--- config.mk ---
export PLATFORM = sky130hd
export DESIGN_NAME = toggle_pulse_gen
export DESIGN_NICKNAME = d
export VERILOG_FILES = /design/src/rtl/toggle_pkg.sv /design/src/rtl/sync_chain.sv /design/src/rtl/toggle_pulse_gen.sv
export SDC_FILE = /design/constraint.sdc
export NUM_CORES = 1
export LEC_CHECK = 0
export BUFFER_PORTS_ARGS = -buffer_cell sky130_fd_sc_hd__clkbuf_2
export CAP_MARGIN = 30
export CORE_MARGIN = 10
export CORE_UTILIZATION = 56
export DETAILED_ROUTE_END_ITERATION = 8
export HOLD_SLACK_MARGIN = 0.08
export PLACE_DENSITY_LB_ADDON = 0.3
export SYNTH_ARGS = -nofsm -noshare
export SYNTH_HDL_FRONTEND = slang
export SYNTH_SLANG_ARGS = --single-unit
--- constraint.sdc ---
create_clock -name clk -period 4.2 [get_ports clk]
set_input_delay 0 -clock clk [delete_from_list [all_inputs] [get_ports clk]]
set_output_delay 0 -clock clk [all_outputs]
set_load 0.03 [all_outputs]
--- src/rtl/toggle_pkg.sv ---
// Shared types and constants for the push-button to T flip-flop pulse generator.
//   tpg_state_t : debounce FSM states
//   PRESS_CNT_W : width of the emitted-pulse counter
package toggle_pkg;

    typedef enum logic [1:0] {
        IDLE         = 2'd0,
        PRESS_WAIT   = 2'd1,
        PRESSED      = 2'd2,
        RELEASE_WAIT = 2'd3
    } tpg_state_t;

    localparam int PRESS_CNT_W = 8;

endpackage

--- src/rtl/sync_chain.sv ---
// Multi-flop synchroniser for a single asynchronous level.
//   clk : sampling clock
//   rst : asynchronous active-low reset, clears every stage to 0
//   d   : asynchronous input level
//   q   : level synchronised to clk, STAGES cycles later
module sync_chain #(
    parameter int STAGES = 2
) (
    input  logic clk,
    input  logic rst,
    input  logic d,
    output logic q
);

    logic [STAGES-1:0] r_sync;

    always_ff @(posedge clk or negedge rst) begin
        if (!rst) begin
            r_sync <= '0;
        end else begin
            r_sync <= {r_sync[STAGES-2:0], d};
        end
    end

    assign q = r_sync[STAGES-1];

endmodule

--- src/rtl/toggle_pulse_gen.sv ---
// Synchronises and debounces a raw push-button, and emits one single-cycle
// pulse per accepted press to drive a T flip-flop's t input.
//   clk       : sole clock
//   rst       : asynchronous active-low reset
//   btn_in    : raw, asynchronous, possibly bouncing button level
//   enable    : sampled on the press-accepting edge; 0 suppresses the pulse
//   t_pulse   : one-cycle pulse per accepted press
//   btn_level : debounced button level
//   press_cnt : number of emitted pulses, wraps 255 -> 0
module toggle_pulse_gen
    import toggle_pkg::*;
#(
    parameter int SYNC_STAGES     = 2,
    parameter int DEBOUNCE_CYCLES = 4
) (
    input  logic                   clk,
    input  logic                   rst,
    input  logic                   btn_in,
    input  logic                   enable,
    output logic                   t_pulse,
    output logic                   btn_level,
    output logic [PRESS_CNT_W-1:0] press_cnt
);

    localparam int CNT_W = $clog2(DEBOUNCE_CYCLES + 1);
    // Counter value held when the next matching sample completes the run.
    localparam logic [CNT_W-1:0] CNT_LAST = CNT_W'(DEBOUNCE_CYCLES - 1);
    localparam logic [CNT_W-1:0] CNT_ONE  = CNT_W'(1);

    logic                   w_btn_sync;
    tpg_state_t             r_state;
    logic [CNT_W-1:0]       r_cnt;
    logic                   r_t_pulse;
    logic                   r_btn_level;
    logic [PRESS_CNT_W-1:0] r_press_cnt;

    sync_chain #(
        .STAGES (SYNC_STAGES)
    ) u_sync_btn (
        .clk (clk),
        .rst (rst),
        .d   (btn_in),
        .q   (w_btn_sync)
    );

    always_ff @(posedge clk or negedge rst) begin
        if (!rst) begin
            r_state     <= IDLE;
            r_cnt       <= '0;
            r_t_pulse   <= 1'b0;
            r_btn_level <= 1'b0;
            r_press_cnt <= '0;
        end else begin
            // The pulse only ever lives for the cycle after the accepting edge.
            r_t_pulse <= 1'b0;
            case (r_state)
                IDLE: begin
                    if (w_btn_sync) begin
                        if (DEBOUNCE_CYCLES == 1) begin
                            r_state     <= PRESSED;
                            r_cnt       <= '0;
                            r_btn_level <= 1'b1;
                            r_t_pulse   <= enable;
                            if (enable) r_press_cnt <= r_press_cnt + PRESS_CNT_W'(1);
                        end else begin
                            r_state <= PRESS_WAIT;
                            r_cnt   <= CNT_ONE;
                        end
                    end
                end
                PRESS_WAIT: begin
                    if (!w_btn_sync) begin
                        r_state <= IDLE;
                        r_cnt   <= '0;
                    end else if (r_cnt == CNT_LAST) begin
                        // enable is looked at only here, so a held button gives one pulse.
                        r_state     <= PRESSED;
                        r_cnt       <= '0;
                        r_btn_level <= 1'b1;
                        r_t_pulse   <= enable;
                        if (enable) r_press_cnt <= r_press_cnt + PRESS_CNT_W'(1);
                    end else begin
                        r_cnt <= r_cnt + CNT_ONE;
                    end
                end
                PRESSED: begin
                    if (!w_btn_sync) begin
                        if (DEBOUNCE_CYCLES == 1) begin
                            r_state     <= IDLE;
                            r_cnt       <= '0;
                            r_btn_level <= 1'b0;
                        end else begin
                            r_state <= RELEASE_WAIT;
                            r_cnt   <= CNT_ONE;
                        end
                    end
                end
                RELEASE_WAIT: begin
                    if (w_btn_sync) begin
                        r_state <= PRESSED;
                        r_cnt   <= '0;
                    end else if (r_cnt == CNT_LAST) begin
                        r_state     <= IDLE;
                        r_cnt       <= '0;
                        r_btn_level <= 1'b0;
                    end else begin
                        r_cnt <= r_cnt + CNT_ONE;
                    end
                end
                default: begin
                    r_state <= IDLE;
                    r_cnt   <= '0;
                end
            endcase
        end
    end

    assign t_pulse   = r_t_pulse;
    assign btn_level = r_btn_level;
    assign press_cnt = r_press_cnt;

endmodule

==> impl_metrics.py <==
metrics = {
    "die": {
        "core_area_sq_mm": 0.00128,
        "initial_utilization_pct": 59.4,
        "io_pins": 14,
        "die_w_um": 56.9,
        "rows": 13,
        "die_area_sq_mm": 0.00324,
        "die_y_um": 56.9,
    },
    "clock_network": {
        "htree_num_levels": 1,
        "cts_buffers": 3,
        "cts_root_buf": "clkbuf_4",
        "path_clk_slew_ns": 0.09,
        "insertion_delay_ns": 0.28,
        "cts_setup_buffers": 0,
        "clockBufferDepth": 2,
        "cts_tree": "done",
        "cts.sinks": 17,
    },
    "worst_setup_path": {
        "cp-startpoint": "r_cnt[0]",
        "rr_worst_depth": 4,
        "cp-end-kind": "flip-flop",
        "cp_max_fo": 6,
        "reg2reg_from": "r_cnt[0]",
        "crit_type": "reg2reg",
        "worst_setup_path_start_kind": "flip-flop",
        "r2r_slack_ns": 2.76,
        "cp_data_arrival_time_ns": 1.62,
        "crit_required_ns": 4.38,
        "worst_r2r_endpoint": "press_cnt[1]",
        "crit_path_end": "press_cnt[1]",
    },
    "finish": {
        "drive_above_1_share_pct": 29.1,
        "mostFrequentLayoutCells": "dfrtp_1 (17), clkbuf_2 (13), nand3_1 (4), xnor2_1 (4)",
        "num_antenna_cells": 0,
        "syn_to_final_growth_pct": 18.4,
        "mostFrequentLayoutCell": "dfrtp_1",
        "fin_nets": 86,
        "n_fill_cell": 99,
    },
    "power": {
        "fin_total_pwr_w": 0.000433,
        "p_leak_nw": 0.459,
        "vdd_ir_drop_max_uv": 334,
        "power_density_mw_per_mm2": 479,
    },
    "synthesis": {
        "post_synth_instance_area_sq_um": 763,
        "avgSynthCellArea_sq_um": 12.9,
        "ys_seq_area_share_pct": 55.7,
        "synthCells": 59,
        "yosys_warnings": 0,
        "synth_seq_cells": 17,
        "syn_nets": 65,
        "ys_types": 24,
    },
    "timing": {
        "period_minus_slack_ns": 1.44,
        "slew_headroom_pct": 72.6,
        "period_share_pct": 34.2,
        "drv_slew": 0,
        "tns_ns": 0,
        "final.hold.worst_slack_ns": 0.165,
        "rsz0062_at_grt": "no",
        "worst_slew_pin_slew_ns": 0.411,
        "timing.fmax_mhz": 696,
        "clock-skew-final_ns": 0.00672,
        "finalSetupViolCount": 0,
        "hold_viol_final": 0,
    },
    "global_route": {
        "grt_use_met3_pct": 2.70,
        "grt_max_degree": 18,
        "grt_pass1_vias": 530,
        "grt_usage_pct": 9.16,
        "top_usage_layer": "met2",
        "grt_use_met1_pct": 9.68,
        "grt_overflow_total": 0,
        "use_met2_pct": 15.8,
        "grt_pass1_wl_um": 2390,
        "antenna_found_initial": 0,
    },
    "routing": {
        "drt_wl_total_um": 1420,
        "dr.first_iter.drc_count": 6,
        "antenna_left": 0,
        "firstDrtPassIters": 3,
        "drc": 0,
        "viasPerCell": 5.54,
        "num_vias": 521,
        "routedWlPerCell_um": 15.1,
    },
    "place": {
        "hpwl_um": 1120,
        "port_buffers": 13,
        "gp_congestion": 0.710,
    },
    "worst_hold_path": {
        "hold_class": "in2async",
    },
    "run_status": {
        "status": "complete, no violations",
    },
    "job": {
        "maxCapViolCount": 0,
    },
}
[through the flow]
stage | cells | utilization, % | area, sq um | worst slack (ns)
after floorplan | 59 | - | 763 | 2.84
after global placement | 87 | 65.9 | 847 | 2.79
after detailed placement | 87 | 65.9 | 847 | 2.74
after CTS | 94 | 70.3 | 903 | 2.74
after global routing | 94 | 70.3 | 903 | 2.64
final | 94 | 70.3 | 903 | 2.76
[area by class of cell]
cell class,instances,area [sq um],area share [%]
inverter,1,3.75,0.416
sequential,17,425,47.1
clock buffer,4,26.3,2.91
multi-input combinational,41,334,37.0
timing repair buffer,16,95.1,10.5
tap,15,18.8,2.08
[kinds of logic (layout without fill, tap and decap cells)]
group           Yosys count  after routing  synth area share, %
fa+ha+maj                 2              2                 3.28
simple gates             24             24                 23.8
flops                    17             17                 55.7
buf+inv                   1             21                0.491
compound gates            5              5                 3.61
mux                       2              2                 2.95
xor+xnor                  8              8                 10.2
[worst max-delay path: stages (launching register included)]
cell and delay [ns]:
dfrtp_1 0.37, ha_1 0.25, nand3b_4 0.14, nor3_4 0.23
mux2_2 0.35
[synthesized netlist by cell type]
library cell | n | area share (%)
and2_1 | 1 | 0.82
a21oi_1 | 1 | 0.66
nand4_1 | 2 | 1.6
nor2_1 | 2 | 0.98
o21a_1 | 1 | 0.98
dfrtp_1 | 17 | 56
ha_1 | 2 | 3.3
mux2_2 | 2 | 3.0
o21ai_0 | 3 | 2.0
xor2_1 | 3 | 3.4
nor4_1 | 1 | 0.82
nand2b_1 | 3 | 2.5
xor2_2 | 1 | 2.1
nor3_4 | 1 | 2.1
nand3_1 | 4 | 2.6
nor4b_2 | 1 | 2.0
and4bb_2 | 1 | 1.6
nand2_1 | 2 | 0.98
and3b_1 | 1 | 1.1
nand3b_4 | 1 | 2.6
xnor2_1 | 4 | 4.6
inv_1 | 1 | 0.49
and4_1 | 2 | 2.3
and3_1 | 2 | 1.6
[worst min-delay path by stage]
| stage | startpoint | cells past startpoint | slack, ns | end |
|---|---|---|---|---|
| 2_1_floorplan | rst | 0 | -0.30 | asynchronous set/reset pin |
| 3_3_place_gp | rst | 1 | -0.06 | r_cnt[2] |
| 3_5_place_dp | rst | 1 | -0.05 | press_cnt[5] |
| 4_1_cts | rst | 2 | 0.18 | press_cnt[7] |
| 5_1_grt | rst | 2 | 0.21 | press_cnt[7] |
| 6_report | rst | 2 | 0.16 | r_state[0] |
[per-layer routing]
metal | routed length, um | vias up | share of wire [%]
met5 | 0 | - | 0
met4 | 21 | 0 | 1.5
met3 | 62 | 4 | 4.4
met1 | 625 | 255 | 44
met2 | 714 | 9 | 50
li1 | - | 253 | -
[flip-flops by register name, indices dropped and copies added, names as in the netlist, named ones only]
name / flops
btn_level: 1
press_cnt: 8
r_cnt: 3
r_state: 1
t_pulse: 1
u_sync_btn.r_sync: 2
[power breakdown]
group,leakage (nW),switching [W],internal [W]
Sequential,0.219,0.0000439,0.000191
Combinational,0.225,0.0000638,0.0000501
Clock,0.0150,0.0000475,0.0000369
Total,0.459,0.000155,0.000278
[timing repair]
item	4_1_cts	5_1_grt
gates resized for setup	0	0
hold buffers	3	0
endpoints found under the hold margin	19	0
Note: power is estimated with default switching activity, not from simulation.
